## src/rtl/mem_ctrl_pkg.sv

```systemverilog
// Shared types and constants for the two-requester single-port memory controller.
package mem_ctrl_pkg;

  localparam int DEF_DATA_WIDTH = 64;
  localparam int DEF_ADDR_WIDTH = 10;

  // Requester indices: 0 is the load/store unit, 1 is the debug/DMA port.
  localparam logic REQ_LSU = 1'b0;
  localparam logic REQ_DMA = 1'b1;

  typedef enum logic [1:0] {
    IDLE   = 2'd0,
    ACCESS = 2'd1,
    WRITE  = 2'd2,
    RESP   = 2'd3
  } state_t;

endpackage

```

## src/rtl/mem_ctrl_if.sv

```systemverilog
// Request/response bus shared by the two requesters and the controller.
interface mem_ctrl_if #(
  parameter int DATA_WIDTH = mem_ctrl_pkg::DEF_DATA_WIDTH,
  parameter int ADDR_WIDTH = mem_ctrl_pkg::DEF_ADDR_WIDTH
);

  localparam int NUM_BE = DATA_WIDTH / 8;

  logic [1:0]                 req_valid;
  logic [1:0]                 req_ready;
  logic [1:0]                 req_we;
  logic [1:0][ADDR_WIDTH-1:0] req_addr;
  logic [1:0][DATA_WIDTH-1:0] req_wdata;
  logic [1:0][NUM_BE-1:0]     req_be;
  logic [1:0]                 rsp_valid;
  logic [DATA_WIDTH-1:0]      rsp_rdata;

  modport master (
    output req_valid, req_we, req_addr, req_wdata, req_be,
    input  req_ready, rsp_valid, rsp_rdata
  );

  modport slave (
    input  req_valid, req_we, req_addr, req_wdata, req_be,
    output req_ready, rsp_valid, rsp_rdata
  );

endinterface

```

## src/rtl/rr_arbiter_2.sv

```systemverilog
// Two-way round-robin arbiter: one-hot grant plus a priority pointer that
// flips to the other requester after every accepted grant.
module rr_arbiter_2 (
  input  logic       clk,
  input  logic       rst,
  input  logic [1:0] req,
  input  logic       advance,
  output logic [1:0] grant
);

  logic ptr;

  // A lone requester wins regardless of the pointer; the pointer only breaks ties.
  always_comb begin
    unique case (req)
      2'b01:   grant = 2'b01;
      2'b10:   grant = 2'b10;
      2'b11:   grant = ptr ? 2'b10 : 2'b01;
      default: grant = 2'b00;
    endcase
  end

  // NOTE: state registers use non-blocking assignments so every flop samples
  // pre-edge values, independent of process ordering in simulation.
  always_ff @(posedge clk) begin
    if (rst) begin
      ptr <= 1'b0;
    end else if (advance) begin
      ptr <= grant[0];
    end
  end

endmodule

```

## src/rtl/mem_ctrl.sv

```systemverilog
// Arbitrated single-port memory controller: read-modify-write stores with
// byte enables, one outstanding transaction, response carries the pre-write word.
module mem_ctrl
  import mem_ctrl_pkg::*;
#(
  parameter int DATA_WIDTH = DEF_DATA_WIDTH,
  parameter int ADDR_WIDTH = DEF_ADDR_WIDTH
) (
  input  logic                  i_clk,
  input  logic                  i_rst,
  mem_ctrl_if.slave             bus,
  output logic                  o_mem_write_en,
  output logic [ADDR_WIDTH-1:0] o_mem_addr,
  output logic [DATA_WIDTH-1:0] o_mem_write_data,
  input  logic [DATA_WIDTH-1:0] i_mem_read_data,
  output logic                  o_busy
);

  localparam int NUM_BE = DATA_WIDTH / 8;

  state_t                state, next_state;
  logic [1:0]            grant;
  logic                  gid;
  logic                  accept;
  logic [1:0]            req_ready;
  logic [1:0]            rsp_valid;
  logic                  write_en;

  logic                  lat_we;
  logic                  lat_id;
  logic [ADDR_WIDTH-1:0] lat_addr;
  logic [DATA_WIDTH-1:0] lat_wdata;
  logic [NUM_BE-1:0]     lat_be;
  logic [DATA_WIDTH-1:0] old_word;
  logic [DATA_WIDTH-1:0] merged;

  rr_arbiter_2 u_arb (
    .clk     (i_clk),
    .rst     (i_rst),
    .req     (bus.req_valid),
    .advance (accept),
    .grant   (grant)
  );

  assign gid = grant[REQ_DMA] ? REQ_DMA : REQ_LSU;

  // NOTE: every output of this block gets a default before the case, so no
  // path leaves a signal unassigned and no latch is inferred.
  always_comb begin
    next_state = state;
    accept     = 1'b0;
    req_ready  = 2'b00;
    rsp_valid  = 2'b00;
    write_en   = 1'b0;
    unique case (state)
      IDLE: begin
        if (|grant) begin
          accept     = 1'b1;
          req_ready  = grant;
          next_state = ACCESS;
        end
      end
      ACCESS: next_state = (lat_we && (lat_be != '0)) ? WRITE : RESP;
      WRITE: begin
        write_en   = 1'b1;
        next_state = RESP;
      end
      RESP: begin
        rsp_valid[lat_id] = 1'b1;
        next_state        = IDLE;
      end
      default: next_state = IDLE;
    endcase
    // Reset aborts whatever is in flight in the same cycle it is asserted.
    if (i_rst) begin
      accept    = 1'b0;
      req_ready = 2'b00;
      rsp_valid = 2'b00;
      write_en  = 1'b0;
    end
  end

  // NOTE: the latched request and old-word registers are reset as well as the
  // FSM, because they drive o_mem_addr, o_mem_write_data and o_rsp_rdata directly.
  always_ff @(posedge i_clk) begin
    if (i_rst) begin
      state     <= IDLE;
      lat_we    <= 1'b0;
      lat_id    <= REQ_LSU;
      lat_addr  <= '0;
      lat_wdata <= '0;
      lat_be    <= '0;
      old_word  <= '0;
    end else begin
      state <= next_state;
      if (accept) begin
        lat_we    <= bus.req_we[gid];
        lat_id    <= gid;
        lat_addr  <= bus.req_addr[gid];
        lat_wdata <= bus.req_wdata[gid];
        lat_be    <= bus.req_be[gid];
      end
      if (state == ACCESS) begin
        old_word <= i_mem_read_data;
      end
    end
  end

  always_comb begin
    for (int i = 0; i < NUM_BE; i++) begin
      merged[i*8 +: 8] = lat_be[i] ? lat_wdata[i*8 +: 8] : old_word[i*8 +: 8];
    end
  end

  assign bus.req_ready     = req_ready;
  assign bus.rsp_valid     = rsp_valid;
  assign bus.rsp_rdata     = old_word;
  assign o_mem_write_en    = write_en;
  assign o_mem_addr        = lat_addr;
  assign o_mem_write_data  = merged;
  assign o_busy            = (state != IDLE) && !i_rst;

endmodule

```

## src/flat_wrapper.sv

```systemverilog
// flat-port wrapper written by rule: the top's interface ports become plain ports
module mem_ctrl_flat import mem_ctrl_pkg::*;
#(
  parameter int DATA_WIDTH = DEF_DATA_WIDTH,
  parameter int ADDR_WIDTH = DEF_ADDR_WIDTH
)
  (i_clk, i_rst, o_mem_write_en, o_mem_addr, o_mem_write_data, i_mem_read_data, o_busy, bus_req_valid, bus_req_we, bus_req_addr, bus_req_wdata, bus_req_be, bus_req_ready, bus_rsp_valid, bus_rsp_rdata);
  mem_ctrl_if #(.DATA_WIDTH(DATA_WIDTH), .ADDR_WIDTH(ADDR_WIDTH)) bus_i ();
  input  logic i_clk;
  input  logic i_rst;
  output logic o_mem_write_en;
  output logic [ADDR_WIDTH-1:0] o_mem_addr;
  output logic [DATA_WIDTH-1:0] o_mem_write_data;
  input  logic [DATA_WIDTH-1:0] i_mem_read_data;
  output logic o_busy;
  input wire logic [$bits(bus_i.req_valid)-1:0] bus_req_valid;
  input wire logic [$bits(bus_i.req_we)-1:0] bus_req_we;
  input wire logic [$bits(bus_i.req_addr)-1:0] bus_req_addr;
  input wire logic [$bits(bus_i.req_wdata)-1:0] bus_req_wdata;
  input wire logic [$bits(bus_i.req_be)-1:0] bus_req_be;
  output wire logic [$bits(bus_i.req_ready)-1:0] bus_req_ready;
  output wire logic [$bits(bus_i.rsp_valid)-1:0] bus_rsp_valid;
  output wire logic [$bits(bus_i.rsp_rdata)-1:0] bus_rsp_rdata;
  assign bus_i.req_valid = bus_req_valid;
  assign bus_i.req_we = bus_req_we;
  assign bus_i.req_addr = bus_req_addr;
  assign bus_i.req_wdata = bus_req_wdata;
  assign bus_i.req_be = bus_req_be;
  assign bus_req_ready = bus_i.req_ready;
  assign bus_rsp_valid = bus_i.rsp_valid;
  assign bus_rsp_rdata = bus_i.rsp_rdata;
  mem_ctrl #(.DATA_WIDTH(DATA_WIDTH), .ADDR_WIDTH(ADDR_WIDTH)) u_core (.i_clk(i_clk), .i_rst(i_rst), .bus(bus_i), .o_mem_write_en(o_mem_write_en), .o_mem_addr(o_mem_addr), .o_mem_write_data(o_mem_write_data), .i_mem_read_data(i_mem_read_data), .o_busy(o_busy));
endmodule
```

## config.mk

```make
export PLATFORM = sky130hd
export DESIGN_NAME = mem_ctrl_flat
export DESIGN_NICKNAME = d
export VERILOG_FILES = /design/src/rtl/mem_ctrl_pkg.sv /design/src/rtl/mem_ctrl_if.sv /design/src/rtl/rr_arbiter_2.sv /design/src/rtl/mem_ctrl.sv /design/src/flat_wrapper.sv
export SDC_FILE = /design/constraint.sdc
export NUM_CORES = 1
export LEC_CHECK = 0
export CORE_AREA = 3 3 146 148
export CTS_CLUSTER_SIZE = 10
export DETAILED_ROUTE_END_ITERATION = 8
export DIE_AREA = 0 0 149 151
export PLACE_DENSITY = 0.82
export SYNTH_ARGS = -nofsm -noshare
export SYNTH_HDL_FRONTEND = slang
export SYNTH_HIERARCHICAL = 1
export SYNTH_SLANG_ARGS = --single-unit
```

## constraint.sdc

```tcl
create_clock -name i_clk -period 5.3 [get_ports i_clk]
set_clock_uncertainty 0.05 [all_clocks]
set_input_delay 1.59 -clock i_clk [delete_from_list [all_inputs] [get_ports i_clk]]
set_output_delay 1.59 -clock i_clk [all_outputs]
set_load 0.03 [all_outputs]
```

==> summary.txt, run 1 <==
Synth
  – YS warnings: 6
  – Post-Syn Nets: approximately 940
  – Seq cells post-synth: 151
  – Number of synthesized flops with an enable pin: 0
  – Sequential fraction of the synthesis area: 40.8%
  – Main area contributors after synthesis: dfxtp_1 (41%), mux2i_1 (20%), a211oi_2 (10%), mux2_2 (9.7%), a21oi_1 (5.6%)
  – Synth Flop Type: dfxtp_1
  – Syn_area_per_cell: 10.6 um^2
  – Most frequent cell after synthesis: dfxtp_1
  – Post-synth ARST share: 0%
  – Synthesized instance count: roughly 700
  – Synth Cell Area: approximately 0.0074 mm^2
  – Top cell type's share of synthesized area: 40.8%
  – Post-synth cell types: 32
  – Synth top cells by count: dfxtp_1 (151), mux2i_1 (148), a21oi_1 (83)
  – Dominant cell type by area after synthesis: dfxtp_1

Power and ir drop
  – Tot Pwr: roughly 5.5 mW
  – P_sw: 2.19 mW
  – Sequential share of power: 30.4%
  – PD cells: 460 mW/mm^2
  – Sw Share: 40.0%
  – Combinational group share of total power: 47.7%
  – Pleak: 4.33 nW
  – Int Power: about 3.3 mW
  – Peak supply drop: 0.000272 V
  – Clock network power share: 21.8%

Drt
  – Via/cell ratio: between 5 and 6
  – # DRC: 0
  – Iter 0 DRT Violations: about 310
  – WL per Instance: 19.4 um
  – Drt pass-1 iters: 4
  – Final wirelength: 25600 um
  – Detailed-route via count: between 6k and 7k
  – Antenna Violating Nets Remaining: 0

CTS
  – Clock Latency Late Sink: 0.41 ns
  – Clock Path Buffers: 2
  – Cts bufs inserted: 17
  – Hold_buf cts: 0
  – Clock root cell: clkbuf_16
  – Setup bufs post-CTS: 0
  – H-tree depth: 4
  – CTS tree: done
  – PostCTS Resize Cnt: 0
  – Reg clk slew, reported paths: 0.07 ns
  – Clock sink total: 151

Setup path
  – Critical Path End Type: output pin
  – Critical path required time: 3.66 ns
  – CP Max Fanout: 9
  – Crit path DAT: ~2.9 ns
  – Setup crit start kind: primary input
  – Critical path's slowest cell: clkdlybuf4s50_1
  – Kind of critical path: primary input to output pin
  – Critical path cell sequence: clkdlybuf4s50_1 > a21boi_4 > and2_1 > buf_12
  – CP max stage delay: about 0.50 ns

GRT
  – Global route hottest layer: met2
  – Met1 Usage GRT: 25.8%
  – Largest net degree at the start of global routing: 86
  – Initial antenna violation count: 0
  – GR Layer Usage met2: between 30% and 40%
  – Total gr overflow: 0
  – Number of global-route vias before repair: around 6.7k
  – GRT Util Overall: 21.4%
  – First-pass GRT wire length: 37500 um
  – GR Util met3: under 10%

Floorplanning
  – CORE AREA: 0.0202 mm^2
  – Chip Height: 151 um
  – Die area: roughly 0.022 mm^2
  – I/O Pins: 378
  – FP Rows: 52
  – DIE WIDTH: 149 um
  – Initial Util: 36.8%

Finish
  – Antenna cells: 0
  – Multi-input gate area: a little over 0.004 mm^2
  – Share of cells above drive strength 1: 16.8%
  – Fin nets: 1272
  – FF/Latch Area: 0.00302 mm^2
  – Design area: about 0.012 mm^2
  – Non-filler cells, final: 1316
  – Number of fill cells: 1731
  – Area grow syn2layout: 60.4%

STA
  – Slew Limit Fails: 0
  – RSZ-0062 raised after global routing: no
  – Fin Hold WS: 0.473 ns
  – F_max: 0.221 GHz
  – Final TNS setup: 0 ns
  – Final period util: approximately 85%
  – Crit path time final: 4.53 ns
  – Final Hold Vio Count: 0
  – Relative slew slack: between 30% and 40%
  – Worst-Margin Slew: 0.965 ns
  – Setup Viol. Count Final: 0

Placed design
  – # port buffers: 377
  – Dpl cells: around 1.3k
  – Gpl congestion: about 0.8
  – Post-place instance area: 0.0113 mm^2
  – Post-DP HPWL: 18700 um

Status
  – Outcome: finished, final reports clean

Worst hold path
  – Worst hold path class: flip-flop to flip-flop

Run
  – Max-Cap Viols: 0
## final cells by class
class                   count  area share, %
repair buffers            387           32.6
well taps                 270           2.84
flip-flops and latches    151           25.4
clock buffers              17           3.58
multi-input cells         472           34.1
inverters                   4          0.126
clock inverters            15           1.35
## state kept, by name, indices dropped and copies added, names as in the netlist
register              count
u_core/bus.rsp_rdata     64
u_core/lat_id             1
u_core/o_mem_addr        10
u_core/lat_we             1
u_core/lat_be             8
u_core/u_arb/ptr          1
u_core/lat_wdata         64
u_core/state              2
## path summary, 6_finish.rpt
kind              slack [ns]                              start  depth (start not counted)                           endpoint
hold / removal          0.47  u_core/lat_wdata[33]$_SDFFE_PP0P_                          2  u_core/lat_wdata[33]$_SDFFE_PP0P_
setup reg to reg        2.38       u_core/state[0]$_SDFFE_PP0P_                          8      u_core/u_arb/ptr$_SDFFE_PP0P_
setup / recovery        0.77                   bus_req_valid[1]                          4                   bus_req_ready[1]
hold reg to reg         0.47  u_core/lat_wdata[33]$_SDFFE_PP0P_                          2  u_core/lat_wdata[33]$_SDFFE_PP0P_
## stage by stage
step | worst slack (ns) | utilization (%)
after detailed placement | 0.766 | 56.1
after CTS | 0.760 | 59.0
after global placement | 0.789 | 56.1
final | 0.772 | 59.0
after global routing | 0.704 | 59.0
after floorplan | 0.952 | -
## cells in the final DEF, fill, tap and decap left out, types with 4 or more instances in the layout
cell type        instances
buf_4                    9
a21oi_1                 83
mux2i_1                148
a211oi_1                23
clkdlybuf4s50_1        374
inv_6                    4
nor2_1                  68
inv_1                    4
a211oi_2                60
dfxtp_1                151
clkbuf_16               17
mux2_2                  64
ha_1                     4
## power by group through the flow
| stage | registers (mW) | clock network [mW] | logic (mW) |
|---|---|---|---|
| 2_1_floorplan | 1.86 | 0 | 1.41 |
| 3_3_place_gp | 1.68 | 0 | 2.59 |
| 3_5_place_dp | 1.69 | 0 | 2.63 |
| 4_1_cts | 1.67 | 1.22 | 2.63 |
| 5_1_grt | 1.70 | 1.27 | 2.76 |
| 6_report | 1.67 | 1.20 | 2.61 |
## worst max-delay path: cells and delay by family
family                 cells  cell delay, ns
buffers and inverters      2            0.65
AOI/OAI and AO/OA          1            0.34
and+or+nand+nor            1            0.30
## cells by family (layout without fill, tap and decap cells)
family,count (synthesis),in the layout,synth area share [%]
compound gates,172,172,18.7
fa+ha+maj,5,5,0.843
buf+inv,74,423,5.08
flops,151,151,40.8
mux,212,212,29.7
simple gates,83,83,4.93
## per-layer routing
layer / vias up / part of all wire [%] / routed length [um]
li1: 3214 / - / -
met1: 3144 / 41 / 10500
met2: 233 / 50 / 12900
met3: 20 / 7.2 / 1830
met4: 0 / 1.4 / 356
met5: - / 0 / 0
Note: power is estimated with default switching activity, not from simulation.
==> inputs of run 2 (changes only) <==
--- a/config.mk
+++ b/config.mk
@@ -5,11 +5,12 @@
 export SDC_FILE = /design/constraint.sdc
 export NUM_CORES = 1
 export LEC_CHECK = 0
-export CORE_AREA = 3 3 146 148
+export CORE_AREA = 3 3 147 149
 export CTS_CLUSTER_SIZE = 10
 export DETAILED_ROUTE_END_ITERATION = 8
-export DIE_AREA = 0 0 149 151
+export DIE_AREA = 0 0 150 152
 export PLACE_DENSITY = 0.82
+export SLEW_MARGIN = 0
 export SYNTH_ARGS = -nofsm -noshare
 export SYNTH_HDL_FRONTEND = slang
 export SYNTH_HIERARCHICAL = 1
==> constraint.sdc (replaced) <==
create_clock -name i_clk -period 4.45 [get_ports i_clk]
set_clock_uncertainty 0.05 [all_clocks]
set_input_delay 1.335 -clock i_clk [delete_from_list [all_inputs] [get_ports i_clk]]
set_output_delay 1.335 -clock i_clk [all_outputs]
set_load 0.03 [all_outputs]
==> run 2 against run 1 <==
Effect of this change: sequential cell count unchanged; power is 21% higher; register-to-register slack got worse by 0.64 ns; die area increased by 1.3%; count of clock-buffer cells in the layout increased by 3; sequential power is 19% higher; critical path depth unchanged; design area rose by 0.50%; combinational power up 20%; cell count fell by 0.15%; critical path type unchanged; largest cell class unchanged.
==> summary.txt, run 2 (same netlist as run 1, synthesis figures left out) <==
Power and ir drop
  – PD cells: 553 mW/mm^2 (was 460 mW/mm^2)
  – Peak supply drop: 0.000253 V (was 0.000272 V)
  – Tot Pwr: 6.62 mW (was 5.48 mW)
  – Pleak: 4.35 nW (was 4.33 nW)

Setup path
  – CP Max Fanout: 4 (was 9)
  – Crit path DAT: 2.55 ns (was 2.89 ns)
  – Critical Path End Type: output pin (unchanged)
  – Kind of critical path: primary input to output pin (unchanged)
  – Setup crit start kind: primary input (unchanged)
  – Critical path required time: 3.06 ns (was 3.66 ns)
  – R2R depth: 8 (unchanged)

Drt
  – Via/cell ratio: 5.06 (was 5.02)
  – Final wirelength: 25700 um (was 25600 um)
  – Iter 0 DRT Violations: 312 (was 313)
  – Detailed-route via count: 6654 (was 6611)
  – Drt pass-1 iters: 5 (was 4)
  – # DRC: 0 (unchanged)
  – Antenna Violating Nets Remaining: 0 (unchanged)
  – WL per Instance: 19.5 um (was 19.4 um)

GRT
  – Met1 Usage GRT: 25.4% (was 25.8%)
  – First-pass GRT wire length: 38700 um (was 37500 um)
  – GR Layer Usage met2: 38.6% (was 37.6%)
  – Global route hottest layer: met2 (unchanged)
  – Largest net degree at the start of global routing: 86 (unchanged)
  – GRT Util Overall: 21.5% (was 21.4%)
  – Total gr overflow: 0 (unchanged)
  – GR Util met3: 5.45% (was 5.60%)
  – Initial antenna violation count: 0 (unchanged)
  – Number of global-route vias before repair: 6892 (was 6658)

STA
  – Relative slew slack: 35.8% (was 35.7%)
  – Final TNS setup: 0 ns (unchanged)
  – Final Hold Vio Count: 0 (unchanged)
  – Worst Slack Setup Final: 0.514 ns (was 0.772 ns)
  – Worst-Margin Slew: 0.963 ns (was 0.965 ns)
  – F_max: 0.254 GHz
  – Setup Viol. Count Final: 0 (unchanged)
  – Final period util: 88.5%
  – Fin Hold WS: 0.466 ns (was 0.473 ns)
  – Crit path time final: 3.94 ns
  – Slew Limit Fails: 0 (unchanged)
  – RSZ-0062 raised after global routing: no (unchanged)

CTS
  – Setup bufs post-CTS: 0 (unchanged)
  – Cts bufs inserted: 17 (unchanged)
  – Clock Latency Late Sink: 0.41 ns (about the same)
  – Clock sink total: 151 (unchanged)
  – H-tree depth: 4 (unchanged)
  – PostCTS Resize Cnt: 0 (unchanged)
  – Hold_buf cts: 0 (unchanged)
  – Reg clk slew, reported paths: 0.06 ns (was 0.07 ns)
  – Clock Path Buffers: 2 (unchanged)
  – CTS tree: done (unchanged)
  – Clock root cell: clkbuf_16 (unchanged)

Finish
  – Most frequent cells in the layout: clkdlybuf4s50_1 (373), dfxtp_1 (151), mux2i_1 (148), a21oi_1 (83), nor2_1 (68) (was clkdlybuf4s50_1 (374), dfxtp_1 (151), mux2i_1 (148), a21oi_1 (83), nor2_1 (68))
  – Design area: 0.0120 mm^2 (was 0.0119 mm^2)
  – Antenna cells: 0 (unchanged)
  – Commonest non-fill, non-tap cell in the layout: clkdlybuf4s50_1 (unchanged)
  – Area grow syn2layout: 61.2% (was 60.4%)
  – Fin nets: 1270 (was 1272)
  – Share of cells above drive strength 1: 16.6% (was 16.8%)

Status
  – Outcome: finished, final reports clean (unchanged)

Run
  – Max-Cap Viols: 0 (unchanged)

Placed design
  – Gpl congestion: 0.817 (was 0.815)
  – Post-DP HPWL: 18500 um (was 18700 um)
  – Pre-CTS setup slack: 0.508 ns (was 0.766 ns)
  – Post-place instance area: 0.0113 mm^2 (about the same)
  – # port buffers: 377 (unchanged)

Floorplanning
  – I/O Pins: 378 (unchanged)
  – Chip Height: 152 um (was 151 um)
  – Die area: 0.0228 mm^2 (was 0.0225 mm^2)
  – CORE AREA: 0.0203 mm^2 (was 0.0202 mm^2)
  – Initial Util: 36.5% (was 36.8%)
  – DIE WIDTH: 150 um (was 149 um)
  – FP Rows: 52 (unchanged)

Worst hold path
  – Worst hold path class: flip-flop to flip-flop (unchanged)
  – Hold Crit Depth: 2 (unchanged)
## run 2: layout make-up
cell class | count | area, um^2
timing repair buffer | 385 | 3920
sequential | 151 | 3020
fill | 1738 | 8340
tap | 270 | 338
inverter | 4 | 15.0
clock inverter | 12 | 166
multi-input combinational | 472 | 4050
clock buffer | 20 | 447
## run 2: critical path: stages
cell	delay (ns)
clkdlybuf4s50_1	0.52
a21boi_2	0.26
and2_1	0.28
buf_12	0.15
## run 2: metrics by stage
stage / utilization (%) / instances
2_1_floorplan: - / 697
3_3_place_gp: 55.9 / 1282
3_5_place_dp: 55.9 / 1282
4_1_cts: 58.9 / 1314
5_1_grt: 58.9 / 1314
6_report: 58.9 / 1314
## run 2: final timing paths
check                                  startpoint                                    to  slack [ns]
max                              bus_req_valid[0]                      bus_req_ready[0]        0.51
min          u_core/bus.rsp_rdata[3]$_SDFFE_PP0P_  u_core/bus.rsp_rdata[3]$_SDFFE_PP0P_        0.47
max reg2reg          u_core/state[1]$_SDFFE_PP0P_         u_core/u_arb/ptr$_SDFFE_PP0P_        1.74
min reg2reg  u_core/bus.rsp_rdata[3]$_SDFFE_PP0P_  u_core/bus.rsp_rdata[3]$_SDFFE_PP0P_        0.47
## run 2: per-layer routing
| layer | share of wire, % | wire length, um | vias to the layer above |
|---|---|---|---|
| met1 | 41 | 10400 | 3206 |
| li1 | - | - | 3200 |
| met2 | 51 | 13100 | 226 |
| met4 | 1.3 | 327 | 0 |
| met3 | 6.9 | 1760 | 22 |
| met5 | 0 | 0 | - |
## run 2: report_power, final
group | internal [mW] | total (mW) | switching [mW]
Clock | 0.909 | 1.51 | 0.596
Combinational | 1.43 | 3.12 | 1.69
Sequential | 1.69 | 1.99 | 0.294
